[src/rtl/inst_loader.sv]
// Boot-time program loader: framed byte stream -> instruction store writes.
// Holds the core in reset until a load completes with a good checksum.
module inst_loader #(
    parameter int ADDR_W = 6
) (
    input  logic              clk,
    input  logic              rst_n,
    input  logic              start,
    input  logic              byte_valid,
    input  logic [7:0]        byte_data,
    output logic              byte_ready,
    output logic              mem_we,
    output logic [ADDR_W-1:0] mem_addr,
    output logic [31:0]       mem_wdata,
    output logic              busy,
    output logic              done,
    output logic              err,
    output logic              cpu_rst
);

    localparam logic [16:0] DEPTH = 17'(2 ** ADDR_W);

    typedef enum logic [2:0] {
        S_IDLE,
        S_LEN_LO,
        S_LEN_HI,
        S_DATA,
        S_CHK,
        S_DONE,
        S_ERR
    } state_t;

    state_t            state;
    state_t            state_nxt;
    logic [15:0]       len;
    logic [15:0]       len_in;
    logic [ADDR_W:0]   word_idx;
    logic [ADDR_W:0]   word_nxt;
    logic [1:0]        byte_idx;
    logic [23:0]       asm_q;
    logic [7:0]        acc;
    logic              xfer;
    logic              go;

    assign byte_ready = (state == S_LEN_LO) || (state == S_LEN_HI)
                     || (state == S_DATA)   || (state == S_CHK);
    assign busy       = byte_ready;
    assign done       = (state == S_DONE);
    assign err        = (state == S_ERR);
    assign cpu_rst    = (state != S_DONE);

    assign xfer     = byte_valid && byte_ready;
    assign go       = start && ((state == S_IDLE) || (state == S_DONE)
                             || (state == S_ERR));
    assign len_in   = {byte_data, len[7:0]};
    assign word_nxt = word_idx + {{ADDR_W{1'b0}}, 1'b1};

    // State register
    always_ff @(posedge clk or negedge rst_n) begin
        if (!rst_n) begin
            state <= S_IDLE;
        end else begin
            state <= state_nxt;
        end
    end

    // Next-state logic: frame parsing and length/checksum decisions
    always_comb begin
        state_nxt = state;
        unique case (state)
            S_IDLE, S_DONE, S_ERR: begin
                if (go) state_nxt = S_LEN_LO;
            end
            S_LEN_LO: begin
                if (xfer) state_nxt = S_LEN_HI;
            end
            S_LEN_HI: begin
                if (xfer) begin
                    if ({1'b0, len_in} > DEPTH) state_nxt = S_ERR;
                    else if (len_in == 16'd0)  state_nxt = S_CHK;
                    else                       state_nxt = S_DATA;
                end
            end
            S_DATA: begin
                if (xfer && byte_idx == 2'd3 && 16'(word_nxt) == len)
                    state_nxt = S_CHK;
            end
            S_CHK: begin
                if (xfer) begin
                    if (byte_data == acc) state_nxt = S_DONE;
                    else                  state_nxt = S_ERR;
                end
            end
            default: state_nxt = S_IDLE;
        endcase
    end

    // Datapath: length latch, word assembly, checksum and write pulse
    always_ff @(posedge clk or negedge rst_n) begin
        if (!rst_n) begin
            len       <= '0;
            word_idx  <= '0;
            byte_idx  <= '0;
            asm_q     <= '0;
            acc       <= '0;
            mem_we    <= 1'b0;
            mem_addr  <= '0;
            mem_wdata <= '0;
        end else begin
            mem_we <= 1'b0;
            if (go) begin
                word_idx <= '0;
                byte_idx <= '0;
                acc      <= '0;
            end
            if (xfer && state == S_LEN_LO) len[7:0]  <= byte_data;
            if (xfer && state == S_LEN_HI) len[15:8] <= byte_data;
            if (xfer && state == S_DATA) begin
                acc      <= acc ^ byte_data;
                byte_idx <= byte_idx + 2'd1;
                unique case (byte_idx)
                    2'd0: asm_q[7:0]   <= byte_data;
                    2'd1: asm_q[15:8]  <= byte_data;
                    2'd2: asm_q[23:16] <= byte_data;
                    2'd3: begin
                        mem_we    <= 1'b1;
                        mem_addr  <= word_idx[ADDR_W-1:0];
                        mem_wdata <= {byte_data, asm_q};
                        word_idx  <= word_nxt;
                    end
                    default: ;
                endcase
            end
        end
    end

endmodule
[config.mk]
export PLATFORM = sky130hd
export DESIGN_NAME = inst_loader
export DESIGN_NICKNAME = d
export VERILOG_FILES = /design/src/rtl/inst_loader.sv
export SDC_FILE = /design/constraint.sdc
export NUM_CORES = 1
export LEC_CHECK = 0
export ABC_AREA = 1
export CORE_ASPECT_RATIO = 1.25
export CORE_MARGIN = 2
export CORE_UTILIZATION = 40
export CTS_CLUSTER_DIAMETER = 40
export DETAILED_ROUTE_END_ITERATION = 6
export GPL_TIMING_DRIVEN = 0
export PLACE_DENSITY_LB_ADDON = 0.05
export SLEW_MARGIN = 25
export SYNTH_ARGS = -nofsm -noshare
export SYNTH_HDL_FRONTEND = slang
export SYNTH_SLANG_ARGS = --single-unit
export TNS_END_PERCENT = 100
[constraint.sdc]
create_clock -name clk -period 2.2 [get_ports clk]
set_input_delay 0.22 -clock clk [delete_from_list [all_inputs] [get_ports clk]]
set_output_delay 0.22 -clock clk [all_outputs]
set_load 0.02 [all_outputs]
==> impl_metrics.csv, run 1 <==
group,metric,value,unit
synth,synth_edf_count,0,
placement,place.port_buffers,55,
synth,synthAdderAreaFrac,0.0144,
pwr,p_seq_frac,0.465,
synth,syn_inst,498,
sta,hold_viol,0,
pwr,netSwitchingFraction,0.327,
critical_path,path_buf_inv,2,
cts,numCtsBuffers,9,
synth,synth_seq_cells,99,
floorplanning,num_rows,42,
pwr,p_switching,1.72,mW
final_layout,n_antenna_cell,0,
floorplanning,dieHeight,120,um
critical_path,rr_worst_depth,10,
routing,antenna_left,0,
sta,maxSlewViolCount,0,
synth,yosysSeqAreaShare,0.570,
pwr,p_int,3.53,mW
synth,ys_top_cells_by_area,"dfrtp_1 57%, nand2_1 16%, o21ai_0 7.1%",
global_routing,antenna_found_initial,0,
critical_path,path_common_cell,"nand2_1",
placement,place_area,0.00509,mm2
global_routing,busiest_layer,"met2",
synth,synth.avg_cell_area,8.72,um2
job,drv_cap,0,
cts,clkLatencyLatePin,340,ps
pwr,powerDensity,976,mW/mm2
synth,synth_compound_area_frac,0.0928,
final_layout,design_area,0.00538,mm2
floorplanning,pin_count,56,
critical_path,cp_top_family,"buffers and inverters",
global_routing,grt_usage,0.186,
cts,cts_setup_buffers,0,
final_layout,fin_nets,583,
critical_path,r2r_slack,310,ps
sta,setup_tns,0,ps
cts,clock_sinks,99,
routing,initialDrtViolationCount,237,
synth,post_synth_and_or_nand_nor_area_fraction,0.240,
global_routing,grt_pass1_wl,16900,um
routing,vias,3414,
cts,cts_tree,"yes",
final_layout,nFillCells,1033,
cts,cts_htree_levels,3,
global_routing,grt_use_met3,0.0376,
status,status,"finished, final reports clean",
floorplanning,core_area,0.0106,mm2
critical_path,crit_fanout,4,
critical_path,cp-end-kind,"primary output",
synth,synth_top_area_share,0.570,
critical_path,r2r-start,"word_idx[1]$_DFF_PN0_",
critical_path,crit_slowest_cell,"clkdlybuf4s50_1",
pwr,clockPowerShare,0.286,
synth,syn_nets,515,
sta,post-route-period-util,0.941,
floorplanning,die-area,0.0117,mm2
placement,dpl.hpwl,7170,um
synth,yosys_warnings,0,
floorplanning,initial_core_util,0.411,
global_routing,grtUsageMet2,0.288,
synth,synth_common_cells,"190 x nand2_1, 99 x dfrtp_1, 62 x o21ai_0, 38 x inv_1, 25 x nand3_1",
synth,synth_top_family_by_area,"simple AND/OR/NAND/NOR gates",
pwr,report.power.total,5.25,mW
pwr,ir_drop,0.595,mV
sta,setup_viol,0,
routing,wl_per_cell,14.5,um
global_routing,grt.met1_usage,0.253,
global_routing,grt_max_degree,57,
sta,fin_crit,2070,ps
synth,yosysUniqueCellTypes,31,
synth,yosysTopAreaCell,"dfrtp_1",
global_routing,grt_overflow,0,
cts,clockRootBuffer,"clkbuf_16",
synth,synth_area,0.00434,mm2
global_routing,grt_pass1_vias,3331,
placement,gp_congestion,0.850,
sta,skew,5.45,ps
synth,yosysMostFrequentCell,"nand2_1",
final_layout,syn2layout_area_growth,23.8,%
sta,fmax,483,MHz
critical_path,startpoint_type,"register",
critical_path,crit_required,1980,ps
final_layout,fin_util,0.509,
routing,drcViolationCount,0,
final_layout,drive_above_1_share,0.0718,
critical_path,cp_slowest_stage_delay,590,ps
critical_path,worstPathCellList,"nor2_1 -> nand2_1 -> nand2_1 -> buf_4 -> clkdlybuf4s50_1",
hold_path,hp-class,"input port to asynchronous set/reset pin",
routing,routed_via_density,4.86,
sta,worst_slew_pin_slew,486,ps
synth,synthArstFlopShare,1.00,
synth,synthFlopType,"dfrtp_1",
floorplanning,dieWidth,97.2,um
sta,rsz0062_at_grt,"no",
pwr,leakagePower,2.68,nW
critical_path,r2r-end,"state[1]$_DFFE_PN0P_",
cts,clockBufferDepth,2,
critical_path,arrival,1850,ps
synth,synth_mux_area_frac,0,
synth,synth-xor-area-share,0.0233,
pwr,pwr-share-comb,0.249,
routing,postRouteWirelength,10200,um
cts,cts.clk_slew.worst_paths,60,ps
critical_path,path_class,"register to primary output",
routing,drt_pass1_iterations,6,
sta,max_slew_margin,0.676,
==> per-layer routing <==
layer | routed length [um] | share of wire
met1 | 4750 | 0.47
met2 | 4660 | 0.46
met3 | 486 | 0.048
met4 | 284 | 0.028
met5 | 0 | 0
==> kinds of logic after synthesis <==
family,Yosys count
AO/OA/AOI/OAI,74
flip-flops,99
AND/OR/NAND/NOR,253
adder cells (fa/ha/maj),5
XOR/XNOR,10
buffers and inverters,57
==> cells in the final DEF, fill, tap and decap left out, types with 6 or more instances in the layout <==
cell / count
clkbuf_1: 8
inv_1: 38
nand3_1: 25
o21ai_0: 62
clkdlybuf4s50_1: 54
clkbuf_16: 9
xnor2_1: 6
nand2_1: 190
nor2_1: 19
dfrtp_1: 99
==> metrics by stage <==
stage | hold slack, ps | worst slack (ps) | std cells
2_1_floorplan | -75.6 | 492 | 498
3_3_place_gp | 457 | -2790 | 685
3_5_place_dp | 180 | 266 | 686
4_1_cts | 384 | 99.5 | 703
5_1_grt | 411 | 8.90 | 703
6_report | 373 | 131 | 703
==> state kept, by name, indices dropped and copies added (netlist names), 2 cells and up <==
signal and flops:
mem_wdata 32, asm_q 24, len 16, acc 8, word_idx 7, mem_addr 6, state 3, byte_idx 2
==> worst max-delay path by stage <==
stage	cells past startpoint	slack [ps]	start	end
3_3_place_gp	1	-2790	rst_n	state[2]$_DFFE_PN0P_
3_5_place_dp	10	270	byte_data[6]	state[0]$_DFFE_PN0P_
6_report	5	130	state[0]$_DFFE_PN0P_	byte_ready
2_1_floorplan	10	490	state[0]$_DFFE_PN0P_	mem_wdata[0]$_DFFE_PN0P_
5_1_grt	5	9	state[0]$_DFFE_PN0P_	byte_ready
4_1_cts	5	100	state[0]$_DFFE_PN0P_	byte_ready
==> power groups by stage <==
stage | Combinational (mW) | Clock [mW] | Sequential, mW
after floorplan | 0.935 | 0 | 2.41
after global placement | 1.28 | 0 | 2.46
after detailed placement | 1.31 | 0 | 2.47
after CTS | 1.32 | 1.54 | 2.44
after global routing | 1.51 | 1.63 | 2.49
final | 1.31 | 1.50 | 2.44
==> cell type report <==
type / instances / area, um2 / share of cell area
Timing Repair Buffer: 57 / 589 / 0.110
Buffer: 17 / 108 / 0.0200
Clock inverter: 4 / 23.8 / 0.00442
Inverter: 40 / 150 / 0.0279
Clock buffer: 12 / 256 / 0.0477
Tap cell: 132 / 165 / 0.0307
Multi-Input combinational cell: 342 / 1610 / 0.299
Sequential cell: 99 / 2480 / 0.461
==> what timing repair did <==
item / in CTS / in global routing
setup endpoints to repair: 0 / 0
gates resized for setup: 0 / 0
endpoints found under the hold margin: 43 / 0
hold buffers: 1 / 0
(Power assumes the default switching activity.)
==> inputs of run 2 (changes only) <==
ABC_AREA = not set   (was 1)
GPL_TIMING_DRIVEN = not set   (was 0)
==> run 2 against run 1 <==
Against the previous run:
- synthesized cell count fell by 18%
- combinational power rose by 71%
- clock skew rose by 1.7 ps
- core utilization rose by 1.5 points
- cell count fell by 12%
- fmax fell by 0.18%
- critical endpoint is now done
- setup slack got worse by 3.7 ps
==> impl_metrics.csv, run 2 <==
group,metric,value,unit
pwr,leakagePower,2.63,nW
synth,synth_mux_area_frac,0.129,
routing,postRouteWirelength,9910,um
cts,numCtsBuffers,9,
synth,synth_seq_cells,99,
sta,worst_slack,127,ps
sta,fin_hold_ws,336,ps
placement,gp_congestion,0.812,
routing,antenna_left,0,
synth,synth_area,0.00443,mm2
global_routing,grt_pass1_vias,3275,
final_layout,final_cell_mix,"99 x dfrtp_1, 97 x nand2_1, 51 x clkdlybuf4s50_1",
synth,yosysUniqueCellTypes,50,
final_layout,regMostFlops,"mem_wdata",
global_routing,grt_overflow,0,
placement,dpl.hpwl,7040,um
critical_path,worstPathCellList,"buf_4 -> nand3b_1 -> inv_1 -> clkdlybuf4s50_1",
synth,synth.avg_cell_area,10.8,um2
global_routing,antenna_found_initial,0,
critical_path,r2r_slack,210,ps
cts,clock_sinks,99,
synth,syn_nets,427,
synth,synth_compound_area_frac,0.0811,
synth,synth_edf_count,0,
sta,hold_viol,0,
sta,rsz0062_at_grt,"no",
critical_path,crit_fanout,11,
critical_path,r2r-start,"word_idx[1]$_DFF_PN0_",
pwr,ir_drop,0.576,mV
synth,yosys_warnings,0,
job,drv_cap,0,
pwr,powerDensity,1190,mW/mm2
placement,place_area,0.00526,mm2
cts,clkLatencyLatePin,340,ps
critical_path,cp-end-kind,"primary output",
sta,maxSlewViolCount,0,
final_layout,syn2layout_area_growth,26.3,%
sta,fmax,482,MHz
synth,post_synth_and_or_nand_nor_area_fraction,0.149,
critical_path,arrival,1850,ps
sta,setup_viol,0,
placement,dp_cells,604,
synth,yosysMostFrequentCell,"dfrtp_1",
critical_path,startpoint_type,"register",
sta,skew,7.17,ps
synth,synth_top_area_share,0.559,
floorplanning,core_area,0.0107,mm2
synth,ys_top_cells_by_area,"dfrtp_1 56%, mux2_2 13%, nand2_1 8.3%",
cts,cts.clk_slew.worst_paths,70,ps
floorplanning,num_rows,42,
synth,yosysSeqAreaShare,0.559,
global_routing,grt_max_degree,48,
placement,place.port_buffers,55,
critical_path,r2r-end,"state[0]$_DFFE_PN0P_",
sta,fin_crit,2070,ps
final_layout,nFillCells,997,
final_layout,reg_top3,"mem_wdata x32, asm_q x24, len x16",
synth,syn_inst,410,
floorplanning,dieWidth,98.1,um
global_routing,grt_usage,0.177,
critical_path,path_class,"register to primary output",
routing,wl_per_cell,16.0,um
synth,synthArstFlopShare,1.00,
pwr,report.power.total,6.65,mW
sta,max_slew_margin,0.679,
routing,routed_via_density,5.10,
final_layout,final_cells,621,
routing,drcViolationCount,0,
synth,synth_common_cells,"99 x dfrtp_1, 98 x nand2_1, 50 x mux2_2, 29 x o21ai_0, 19 x nor2_1",
routing,drt_pass1_iterations,4,
final_layout,largest_reg_flops,32,
synth,yosysTopAreaCell,"dfrtp_1",
sta,worst_slew_pin_slew,481,ps
synth,synthAdderAreaFrac,0.0164,
synth,synth-xor-area-share,0.0297,
cts,clockRootBuffer,"clkbuf_16",
final_layout,drive_above_1_share,0.213,
cts,cts_setup_buffers,0,
floorplanning,die-area,0.0119,mm2
final_layout,design_area,0.00559,mm2
critical_path,cp_slowest_stage_delay,600,ps
critical_path,rr_worst_depth,7,
placement,pre_cts_slack,-70.3,ps
cts,clockBufferDepth,2,
routing,vias,3169,
synth,synth_top_family_by_area,"simple AND/OR/NAND/NOR gates",
critical_path,crit_required,1980,ps
floorplanning,pin_count,56,
status,status,"finished, final reports clean",
synth,synthFlopType,"dfrtp_1",
routing,initialDrtViolationCount,129,
global_routing,grt_pass1_wl,16800,um
sta,post-route-period-util,0.942,
floorplanning,initial_core_util,0.415,
final_layout,final_common_cell,"dfrtp_1",
cts,cts_tree,"yes",
hold_path,hp-class,"input port to asynchronous set/reset pin",
final_layout,fin_nets,501,
cts,cts_htree_levels,3,
final_layout,n_antenna_cell,0,
critical_path,crit_slowest_cell,"clkdlybuf4s50_1",
floorplanning,dieHeight,122,um
run 2: changes by cell type after synthesis, sizes merged, moves of 4 or more:
| cell | previous run | this run |
|---|---|---|
| or4 | 0 | 4 |
| xor2 | 3 | 7 |
| o21ai | 65 | 34 |
| mux2 | 0 | 50 |
| inv | 40 | 9 |
| buf | 9 | 16 |
| nand2b | 0 | 4 |
| nand2 | 195 | 98 |
| o41ai | 0 | 4 |
| nand3 | 25 | 5 |
run 2: cells by family after synthesis:
kind of cell | after synthesis
AND/OR/NAND/NOR | 150
buffers and inverters | 32
AO/OA/AOI/OAI | 57
adder cells (fa/ha/maj) | 6
XOR/XNOR | 15
flip-flops | 99
multiplexers | 51
run 2: through the flow:
stage                     utilization  setup TNS, ps
after floorplan                     -              0
after global placement          0.493          -80.4
after detailed placement        0.493          -81.6
after CTS                       0.523              0
after global routing            0.524              0
final                           0.524              0
run 2: layout make-up:
cell class                      count  area [um2]  area share
Clock buffer                       10         239      0.0427
Clock inverter                      6        71.3      0.0128
Inverter                            9        33.8     0.00604
Multi-Input combinational cell    279        1800       0.322
Sequential cell                    99        2480       0.443
Tap cell                          132         165      0.0295
Timing Repair Buffer               86         803       0.144
run 2: worst max path at each step:
stage          slack [ps]                  from                   end
6_report              130  state[0]$_DFFE_PN0P_                  done
5_1_grt                20  state[0]$_DFFE_PN0P_                  done
4_1_cts                 8  state[0]$_DFFE_PN0P_            byte_ready
3_5_place_dp          -70          byte_data[2]  state[0]$_DFFE_PN0P_
3_3_place_gp          -80          byte_data[2]  state[0]$_DFFE_PN0P_
2_1_floorplan         230  state[0]$_DFFE_PN0P_  state[0]$_DFFE_PN0P_
run 2: power by group:
part	leakage (nW)	switching (mW)	internal, mW	total (mW)
Combinational	1.17	1.07	1.17	2.24
Sequential	1.30	0.385	2.40	2.78
Clock	0.151	0.695	0.927	1.62
run 2: routing by layer:
metal,share of wire,wire length [um],global-route usage
met3,0.030,301,0.0333
met5,0,0,0
met4,0.013,133,0.0564
met2,0.48,4800,0.290
met1,0.47,4670,0.240
run 2: repair_timing:
action,in CTS,in global routing
hold buffers,1,0
endpoints found under the setup margin,0,3
hold endpoints to repair,27,0
resized for setup,0,3
run 2: worst max-delay path: cells and delay by family (launching register included):
family | cells | cell delay (ps)
buf+inv | 3 | 910
flops | 1 | 490
simple gates | 1 | 120
==> inputs of run 3 (changes only) <==
clock period = 2.5 ns   (was 2.2 ns; I/O delays follow)
==> run 3 against run 2 <==
Against the previous run:
- setup slack improved by 210 ps
- wire length fell by 2.1%
- sequential cell count unchanged
- die area did not move
- largest power group unchanged
==> impl_metrics.csv, run 3 (synthesis results as in run 2) <==
group,metric,value,unit
status,status,"finished, final reports clean",
sta,max_slew_margin,0.575,
final_layout,fin_nets,493,
critical_path,arrival,1910,ps
hold_path,hp-class,"input port to asynchronous set/reset pin",
final_layout,syn2layout_area_growth,24.6,%
critical_path,r2r-end,"state[0]$_DFFE_PN0P_",
sta,post-route-period-util,0.865,
floorplanning,core_area,0.0107,mm2
cts,clockRootBuffer,"clkbuf_16",
critical_path,path_class,"register to primary output",
floorplanning,dieWidth,98.1,um
cts,cts.clk_slew.worst_paths,70,ps
sta,skew,10.7,ps
sta,worst_slew_pin_slew,638,ps
final_layout,largest_reg_flops,32,
placement,dp_cells,596,
cts,cts-resized-gates,0,
sta,setup_tns,0,ps
sta,fmax,462,MHz
final_layout,regMostFlops,"mem_wdata",
critical_path,r2r-start,"word_idx[0]$_DFF_PN0_",
routing,routed_via_density,5.07,
pwr,report.power.total,5.81,mW
final_layout,final_cell_mix,"99 x dfrtp_1, 97 x nand2_1, 54 x clkdlybuf4s50_1",
cts,clockBufferDepth,2,
critical_path,crit_required,2250,ps
pwr,powerDensity,1050,mW/mm2
critical_path,startpoint_type,"register",
sta,fin_hold_ws,459,ps
critical_path,r2r_slack,400,ps
critical_path,startpoint,"state[2]$_DFFE_PN0P_",
routing,wl_per_cell,15.8,um
routing,drcViolationCount,0,
cts,numCtsBuffers,9,
job,drv_cap,0,
global_routing,grt_max_degree,48,
global_routing,grt_pass1_wl,16300,um
routing,initialDrtViolationCount,86,
routing,postRouteWirelength,9710,um
cts,cts_tree,"yes",
final_layout,drive_above_1_share,0.195,
cts,clock_sinks,99,
routing,antenna_left,0,
routing,vias,3109,
placement,dpl.hpwl,6840,um
critical_path,crit_fanout,11,
floorplanning,pin_count,56,
sta,rsz0062_at_grt,"no",
floorplanning,dieHeight,122,um
global_routing,grt_pass1_vias,3132,
critical_path,rr_worst_depth,7,
floorplanning,die-area,0.0119,mm2
global_routing,antenna_found_initial,0,
routing,drt_pass1_iterations,4,
global_routing,grt_usage,0.174,
placement,place.port_buffers,55,
final_layout,fin_util,0.517,
pwr,ir_drop,0.528,mV
global_routing,grt_overflow,0,
floorplanning,num_rows,42,
sta,maxSlewViolCount,0,
cts,cts_htree_levels,3,
final_layout,final_cells,613,
placement,gp_congestion,0.816,
final_layout,reg_top3,"mem_wdata x32, asm_q x24, len x16",
pwr,leakagePower,2.56,nW
sta,hold_viol,0,
sta,setup_viol,0,
cts,clkLatencyLatePin,340,ps
floorplanning,initial_core_util,0.415,
final_layout,final_common_cell,"dfrtp_1",
sta,fin_crit,2160,ps
critical_path,cp-end-kind,"primary output",
final_layout,n_antenna_cell,0,
[run 3: critical path: stages (launching register included)]
cell             delay, ps
dfrtp_1                610
inv_2                  120
nor3b_1                210
clkdlybuf4s50_1        630
[run 3: cell type report]
class	instances	area, um2
clock buffer	13	260
clock inverter	3	43.8
fill	1027	5150
inverter	9	33.8
multi-input combinational	279	1800
sequential	99	2480
tap	132	165
timing repair buffer	78	736
[run 3: what timing repair did]
action | in CTS | in global routing
hold buffers | 1 | 0
setup buffers | 0 | 0
endpoints found under the hold margin | 44 | 0
[run 3: metal layers]
| metal | track usage | vias up | wire length [um] |
|---|---|---|---|
| li1 | - | 1535 | - |
| met3 | 0.0275 | 13 | 329 |
| met4 | 0.0738 | 0 | 192 |
| met2 | 0.277 | 54 | 4680 |
| met1 | 0.238 | 1507 | 4510 |
| met5 | 0 | - | 0 |
[run 3: per-stage QoR]
stage / cell area [um2] / setup slack (ps)
detailed placement: 5200 / 216
finish: 5520 / 337
global route: 5520 / 235
global placement: 5200 / 214
floorplan: 4430 / 527
CTS: 5520 / 317
[run 3: where the power goes]
group | internal (mW) | switching (mW)
Combinational | 1.01 | 0.953
Clock | 0.834 | 0.579
Sequential | 2.11 | 0.319
[run 3: how the worst max path moves through the flow]
stage	slack (ps)	cells past startpoint	to
2_1_floorplan	530	7	state[0]$_DFFE_PN0P_
3_3_place_gp	210	7	state[0]$_DFFE_PN0P_
3_5_place_dp	220	7	state[0]$_DFFE_PN0P_
4_1_cts	320	3	err
5_1_grt	240	3	err
6_report	340	3	err
